===== config.mk =====
export PLATFORM = sky130hd
export DESIGN_NAME = text_buffer_sequencer
export DESIGN_NICKNAME = d
export VERILOG_FILES = /design/src/rtl/text_pkg.sv /design/src/rtl/text_cmd_fifo.sv /design/src/rtl/text_buffer_sequencer.sv
export SDC_FILE = /design/constraint.sdc
export NUM_CORES = 1
export LEC_CHECK = 0
export ABC_AREA = 1
export CORE_MARGIN = 2
export CORE_UTILIZATION = 50
export CTS_CLUSTER_DIAMETER = 100
export CTS_CLUSTER_SIZE = 12
export DETAILED_ROUTE_END_ITERATION = 10
export GPL_TIMING_DRIVEN = 0
export PLACE_DENSITY = 0.71
export SETUP_SLACK_MARGIN = 0.3
export SLEW_MARGIN = 0
export SYNTH_ARGS = -nofsm -noshare
export SYNTH_HDL_FRONTEND = slang
export SYNTH_SLANG_ARGS = --single-unit

===== constraint.sdc =====
create_clock -name clk -period 3.95 [get_ports clk]
set_input_delay 0.79 -clock clk [delete_from_list [all_inputs] [get_ports clk]]
set_output_delay 0.79 -clock clk [all_outputs]
set_load 0.05 [all_outputs]

===== src/rtl/text_pkg.sv =====
// Shared definitions for the on-screen text buffer.
// Holds the screen geometry, the blank glyph, the sequencer state encoding
// and the command word carried through the command FIFO.
package text_pkg;

  localparam int unsigned ROWS       = 7;
  localparam int unsigned COLS       = 20;
  localparam int unsigned ROW_W      = 4;
  localparam int unsigned COL_W      = 6;
  localparam int unsigned ID_W       = 8;
  localparam int unsigned ADDR_W     = 8;
  localparam int unsigned CELLS      = ROWS * COLS;
  localparam int unsigned BLANK_ID   = 128;
  localparam int unsigned FIFO_DEPTH = 4;

  typedef enum logic [2:0] {
    S_IDLE,
    S_CLEAR,
    S_SCROLL_COPY,
    S_SCROLL_BLANK,
    S_WRITE
  } seq_state_t;

  // wr is only set for an in-range cell write; an out-of-range row/col
  // could otherwise alias onto a legal linear address.
  typedef struct packed {
    logic              clear;
    logic              scroll;
    logic              wr;
    logic [ADDR_W-1:0] addr;
    logic [ID_W-1:0]   id;
  } text_cmd_t;

  function automatic logic [ADDR_W-1:0] cell_addr(input logic [ROW_W-1:0] row,
                                                  input logic [COL_W-1:0] col);
    return ADDR_W'(row) * ADDR_W'(COLS) + ADDR_W'(col);
  endfunction

endpackage


===== src/rtl/text_cmd_fifo.sv =====
// Synchronous command FIFO.
// Ports:
//   clk, reset      : clock, synchronous active-high reset (empties the FIFO)
//   push, din       : write request and data; ignored when full unless a pop
//                     happens in the same cycle
//   pop, dout       : read request and head-of-queue data (dout shows the head)
//   full, empty     : occupancy flags
module text_cmd_fifo #(
  parameter int unsigned WIDTH = 8,
  parameter int unsigned DEPTH = 4
) (
  input  logic             clk,
  input  logic             reset,
  input  logic             push,
  input  logic             pop,
  input  logic [WIDTH-1:0] din,
  output logic [WIDTH-1:0] dout,
  output logic             full,
  output logic             empty
);

  localparam int unsigned PW = (DEPTH > 1) ? $clog2(DEPTH) : 1;
  localparam int unsigned CW = $clog2(DEPTH + 1);
  localparam logic [PW-1:0] PTR_LAST = PW'(DEPTH - 1);
  localparam logic [CW-1:0] CNT_FULL = CW'(DEPTH);

  logic [WIDTH-1:0] store [DEPTH];
  logic [PW-1:0]    wp;
  logic [PW-1:0]    rp;
  logic [CW-1:0]    count;
  logic             do_push;
  logic             do_pop;

  assign full    = (count == CNT_FULL);
  assign empty   = (count == '0);
  assign do_pop  = pop & ~empty;
  // A full FIFO still takes the push when the head leaves in the same cycle.
  assign do_push = push & (~full | do_pop);
  assign dout    = store[rp];

  always_ff @(posedge clk) begin
    if (do_push) begin
      store[wp] <= din;
    end
  end

  always_ff @(posedge clk) begin
    if (reset) begin
      wp    <= '0;
      rp    <= '0;
      count <= '0;
    end else begin
      if (do_push) begin
        wp <= (wp == PTR_LAST) ? '0 : wp + 1'b1;
      end
      if (do_pop) begin
        rp <= (rp == PTR_LAST) ? '0 : rp + 1'b1;
      end
      case ({do_push, do_pop})
        2'b10:   count <= count + 1'b1;
        2'b01:   count <= count - 1'b1;
        default: count <= count;
      endcase
    end
  end

endmodule


===== src/rtl/text_buffer_sequencer.sv =====
// Write-port owner for the 7x20 character RAM.
// Queues feeder events (cell write, scroll pulse, clear pulse) and retires
// them in order: clear, then scroll (skipped if cleared), then cell write.
// Ports:
//   clk, reset                 : clock, synchronous active-high reset
//   wr_valid/wr_row/wr_col/wr_id : feeder cell write
//   scroll_req, clear_req      : one-cycle event pulses
//   wr_ready                   : command FIFO not full
//   busy                       : work queued or in progress (registered)
//   overflow                   : sticky, an event was dropped on a full FIFO
//   mem_raddr / mem_rdata      : RAM read port, 1-cycle latency
//   mem_we/mem_waddr/mem_wdata : RAM write port (registered)
module text_buffer_sequencer
  import text_pkg::*;
(
  input  logic              clk,
  input  logic              reset,
  input  logic              wr_valid,
  input  logic [ROW_W-1:0]  wr_row,
  input  logic [COL_W-1:0]  wr_col,
  input  logic [ID_W-1:0]   wr_id,
  input  logic              scroll_req,
  input  logic              clear_req,
  output logic              wr_ready,
  output logic              busy,
  output logic              overflow,
  output logic [ADDR_W-1:0] mem_raddr,
  input  logic [ID_W-1:0]   mem_rdata,
  output logic              mem_we,
  output logic [ADDR_W-1:0] mem_waddr,
  output logic [ID_W-1:0]   mem_wdata
);

  localparam logic [ADDR_W-1:0] LAST_CELL  = ADDR_W'(CELLS - 1);
  localparam logic [ADDR_W-1:0] COPY_LAST  = ADDR_W'(CELLS - COLS);
  localparam logic [ADDR_W-1:0] READ_LAST  = ADDR_W'(CELLS - COLS - 1);
  localparam logic [ADDR_W-1:0] ROW_STRIDE = ADDR_W'(COLS);
  localparam logic [ID_W-1:0]   BLANK      = ID_W'(BLANK_ID);

  seq_state_t        state, state_n;
  logic [ADDR_W-1:0] cnt, cnt_n;
  logic              pend_wr, pend_wr_n;
  logic [ADDR_W-1:0] pend_addr, pend_addr_n;
  logic [ID_W-1:0]   pend_id, pend_id_n;

  logic              we_n;
  logic [ADDR_W-1:0] waddr_n;
  logic [ID_W-1:0]   wdata_n;
  logic [ADDR_W-1:0] raddr_n;
  logic              busy_c;

  text_cmd_t push_cmd;
  text_cmd_t head;
  logic      push_req;
  logic      in_range;
  logic      fifo_pop;
  logic      fifo_full;
  logic      fifo_empty;

  assign push_req = wr_valid | scroll_req | clear_req;
  assign in_range = (wr_row < ROW_W'(ROWS)) && (wr_col < COL_W'(COLS));

  always_comb begin
    push_cmd        = '0;
    push_cmd.clear  = clear_req;
    push_cmd.scroll = scroll_req;
    push_cmd.wr     = wr_valid & in_range;
    push_cmd.addr   = cell_addr(wr_row, wr_col);
    push_cmd.id     = wr_id;
  end

  text_cmd_fifo #(
    .WIDTH($bits(text_cmd_t)),
    .DEPTH(FIFO_DEPTH)
  ) u_fifo (
    .clk  (clk),
    .reset(reset),
    .push (push_req),
    .pop  (fifo_pop),
    .din  (push_cmd),
    .dout (head),
    .full (fifo_full),
    .empty(fifo_empty)
  );

  assign wr_ready = ~fifo_full;
  assign busy_c   = (state != S_IDLE) || !fifo_empty;

  // Each state computes the RAM port values for the following cycle. In
  // SCROLL_COPY the read for cnt is already on mem_raddr when cnt is entered
  // (IDLE issues the first one), so its data is on mem_rdata at cnt+1 and is
  // written to cnt one cycle after that; hence 121 steps for 120 copies.
  always_comb begin
    state_n     = state;
    cnt_n       = cnt;
    pend_wr_n   = pend_wr;
    pend_addr_n = pend_addr;
    pend_id_n   = pend_id;
    fifo_pop    = 1'b0;
    we_n        = 1'b0;
    waddr_n     = mem_waddr;
    wdata_n     = mem_wdata;
    raddr_n     = mem_raddr;

    case (state)
      S_IDLE: begin
        if (!fifo_empty) begin
          fifo_pop    = 1'b1;
          cnt_n       = '0;
          pend_wr_n   = head.wr;
          pend_addr_n = head.addr;
          pend_id_n   = head.id;
          if (head.clear) begin
            state_n = S_CLEAR;
          end else if (head.scroll) begin
            state_n = S_SCROLL_COPY;
            raddr_n = ROW_STRIDE;
          end else if (head.wr) begin
            state_n = S_WRITE;
          end
        end
      end

      S_CLEAR: begin
        we_n    = 1'b1;
        waddr_n = cnt;
        wdata_n = BLANK;
        if (cnt == LAST_CELL) begin
          state_n = pend_wr ? S_WRITE : S_IDLE;
        end else begin
          cnt_n = cnt + 1'b1;
        end
      end

      S_SCROLL_COPY: begin
        if (cnt < READ_LAST) begin
          raddr_n = cnt + ROW_STRIDE + 1'b1;
        end
        if (cnt != '0) begin
          we_n    = 1'b1;
          waddr_n = cnt - 1'b1;
          wdata_n = mem_rdata;
        end
        if (cnt == COPY_LAST) begin
          state_n = S_SCROLL_BLANK;
        end else begin
          cnt_n = cnt + 1'b1;
        end
      end

      S_SCROLL_BLANK: begin
        we_n    = 1'b1;
        waddr_n = cnt;
        wdata_n = BLANK;
        if (cnt == LAST_CELL) begin
          state_n = pend_wr ? S_WRITE : S_IDLE;
        end else begin
          cnt_n = cnt + 1'b1;
        end
      end

      S_WRITE: begin
        we_n    = 1'b1;
        waddr_n = pend_addr;
        wdata_n = pend_id;
        state_n = S_IDLE;
      end

      default: begin
        state_n = S_IDLE;
      end
    endcase
  end

  always_ff @(posedge clk) begin
    if (reset) begin
      state     <= S_IDLE;
      cnt       <= '0;
      pend_wr   <= 1'b0;
      pend_addr <= '0;
      pend_id   <= '0;
      mem_we    <= 1'b0;
      mem_waddr <= '0;
      mem_wdata <= '0;
      mem_raddr <= '0;
      busy      <= 1'b0;
      overflow  <= 1'b0;
    end else begin
      state     <= state_n;
      cnt       <= cnt_n;
      pend_wr   <= pend_wr_n;
      pend_addr <= pend_addr_n;
      pend_id   <= pend_id_n;
      mem_we    <= we_n;
      mem_waddr <= waddr_n;
      mem_wdata <= wdata_n;
      mem_raddr <= raddr_n;
      busy      <= busy_c;
      if (push_req && fifo_full && !fifo_pop) begin
        overflow <= 1'b1;
      end
    end
  end

endmodule


==> flow_summary.ini <==
[logic_synthesis]
synth.area.top_cells = edfxtp_1 (36%), dfxtp_1 (20%), nor2_1 (7.5%)
yosysMostFrequentCell = nor2_1
synth-seq-area-share = 0.557
synthFlopType = edfxtp_1
yosysUniqueCellTypes = 39
synth-seq-cells = 140
synth_edf_count = 76
syn_avg_cell_area_um2 = 8.99
yosys_warnings = 0
async_flop_share = 0
synth_top_cell_area_share = 0.357
syn_inst = 712
yosysTopAreaCell = edfxtp_1
yosys-top-cells-count = nor2_1 (128), nand2_1 (118), edfxtp_1 (76), dfxtp_1 (64), o21ai_0 (61)
netlist_area_um2 = 6400
syn_nets = 761

[placement]
io_buffer_count = 58
place_ws_ns = 0.860
place_congestion = 0.926
dp_hpwl_um = 11000

[sta]
setup_viol = 0
fin_tns_setup_ns = 0
slew_headroom = 0.512
tightest_slew_ns = 0.731
fin_crit_sh = 0.675
fin_worst_skew_ns = 0.00673
hold_viol = 0
fmax_mhz = 375
grt_setup_unrepaired = no
layout_setup_ws_ns = 1.29
period_needed_ns = 2.66
final_max_slew_viol_count = 0

[drt]
drt_pass1_iterations = 5
vias_per_cell = 5.32
post-route-drc-count = 0
dr_total_vias = 5200
drt_iter0_markers = 420
wl_um = 15300
ant_nets = 0
post_drt_wl_per_cell_um = 15.6

[global_routing]
grt_pass1_vias = 4951
track_usage = 0.235
antenna_found_initial = 0
grt_pass1_wl_um = 24400
grt_max_degree = 17
grt_overflow_total = 0

[clocking]
cts_resized = 0
path_clk_slew_ns = 0.06
clk-insertion-delay-late_ns = 0.42
cts_buffers = 17
cts_tree = done
clockBufferDepth = 2
cts_htree_levels = 4
cts_sinks = 140
cts_setup_buffers = 0
clockRootBuffer = clkbuf_16
cts_hold_buffers = 0

[die]
die_h_um = 117
die-area_um2 = 13700
rows = 41
die_x_um = 117
pin_count = 59
start_util = 0.509
core_um2 = 12600

[worst_setup_path]
cp_data_arrival_time_ns = 2.86
critPathKind = input pin to flop
crit_fanout = 4
end_kind = flop
critPathLaunchType = input pin
required_ns = 4.15
reg2reg_slack_ns = 1.80

[run_status]
status = finished, final reports clean

[pwr]
ir_drop_v = 0.000309
power_leakage_nw = 3.09
p_per_area_nw_per_um2 = 846

[job]
cap_violations = 0

[cells_and_area]
diodes = 0
drive_gt1_frac = 0.0944
fin_nets = 842
area_growth_pct = 23.0

[min_path]
hold_path_class = flop to flop
layout make-up:
cell class              instances  area (um2)
multi-input cells             480        2440
clock buffers                  18         429
fillers                      1052        4700
inverters                      61         229
plain buffers                  31         176
repair buffers                 62         649
clock inverters                13         168
well taps                     172         215
flip-flops and latches        140        3560
routing by layer:
| layer | global-route usage | up-vias | routed length [um] |
|---|---|---|---|
| met5 | 0 | - | 0 |
| met4 | 0.107 | 0 | 364 |
| met3 | 0.0427 | 34 | 605 |
| met2 | 0.402 | 145 | 7560 |
| met1 | 0.291 | 2454 | 6720 |
| li1 | - | 2567 | - |
metrics by stage:
stage          power [W]  instance area, um2  hold slack [ns]   util  std cells
5_1_grt          0.00709                7870            0.484  0.626        977
3_5_place_dp     0.00506                7270            0.453  0.579        946
2_1_floorplan    0.00420                6400            0.430      -        712
6_report         0.00666                7870            0.464  0.626        977
3_3_place_gp     0.00497                7190            0.455  0.572        942
4_1_cts          0.00667                7870            0.462  0.626        977
critical path, cell delays in order:
cell             delay [ns]
clkdlybuf4s50_1        0.52
ha_1                   0.35
ha_1                   0.19
inv_1                  0.06
fa_1                   0.44
a21oi_1                0.17
xor2_1                 0.33
state kept, by name (all words and copies together) (netlist names), named ones only:
| register | cells |
|---|---|
| u_fifo.store | 76 |
| cnt | 8 |
| mem_raddr | 8 |
| mem_waddr | 8 |
| mem_wdata | 8 |
| pend_addr | 8 |
| pend_id | 8 |
| state | 3 |
| u_fifo.count | 3 |
| u_fifo.rp | 2 |
| u_fifo.wp | 2 |
| busy | 1 |
| mem_we | 1 |
| overflow | 1 |
| pend_wr | 1 |
cell usage in the layout (no fill, tap or decap), drive strengths merged:
cell type        n
o211ai           2
o21ai           67
a21oi           25
ha              15
or3              1
edfxtp          76
fa               3
clkdlybuf4s50   58
o221ai           1
a311oi           1
inv             63
nand3b           1
dfxtp           64
xnor2            2
nand3           37
xor2             9
nand2          127
nor3            11
clkbuf          31
nand4            5
nor3b            1
clkinvlp         2
buf             22
o21a             2
clkinv           6
a211oi          14
o22ai           22
nor2           132
a31oi            2
bufinv           3
where the power goes:
part	switching [W]	total, W	internal, W
clock	0.000606	0.00160	0.000994
combinational	0.00199	0.00296	0.000971
sequential	0.000155	0.00210	0.00194
total	0.00275	0.00666	0.00391
cell families after synthesis:
kind of cell | after synthesis | synth area share
and+or+nand+nor | 315 | 0.206
buffers and inverters | 92 | 0.0634
AOI/OAI and AO/OA | 136 | 0.120
adders and majority gates | 18 | 0.0387
DFF | 140 | 0.557
xor gates and xnor gates | 11 | 0.0151
final timing paths:
| check | start | endpoint | cells past startpoint |
|---|---|---|---|
| max | wr_row[1] | u_fifo.store[3][15] | 7 |
| min | pend_id[5] | pend_id[5] | 2 |
| max reg2reg | state[0] | u_fifo.store[2][1] | 6 |
| min reg2reg | pend_id[5] | pend_id[5] | 2 |
Power figures use the tool's default switching activity.
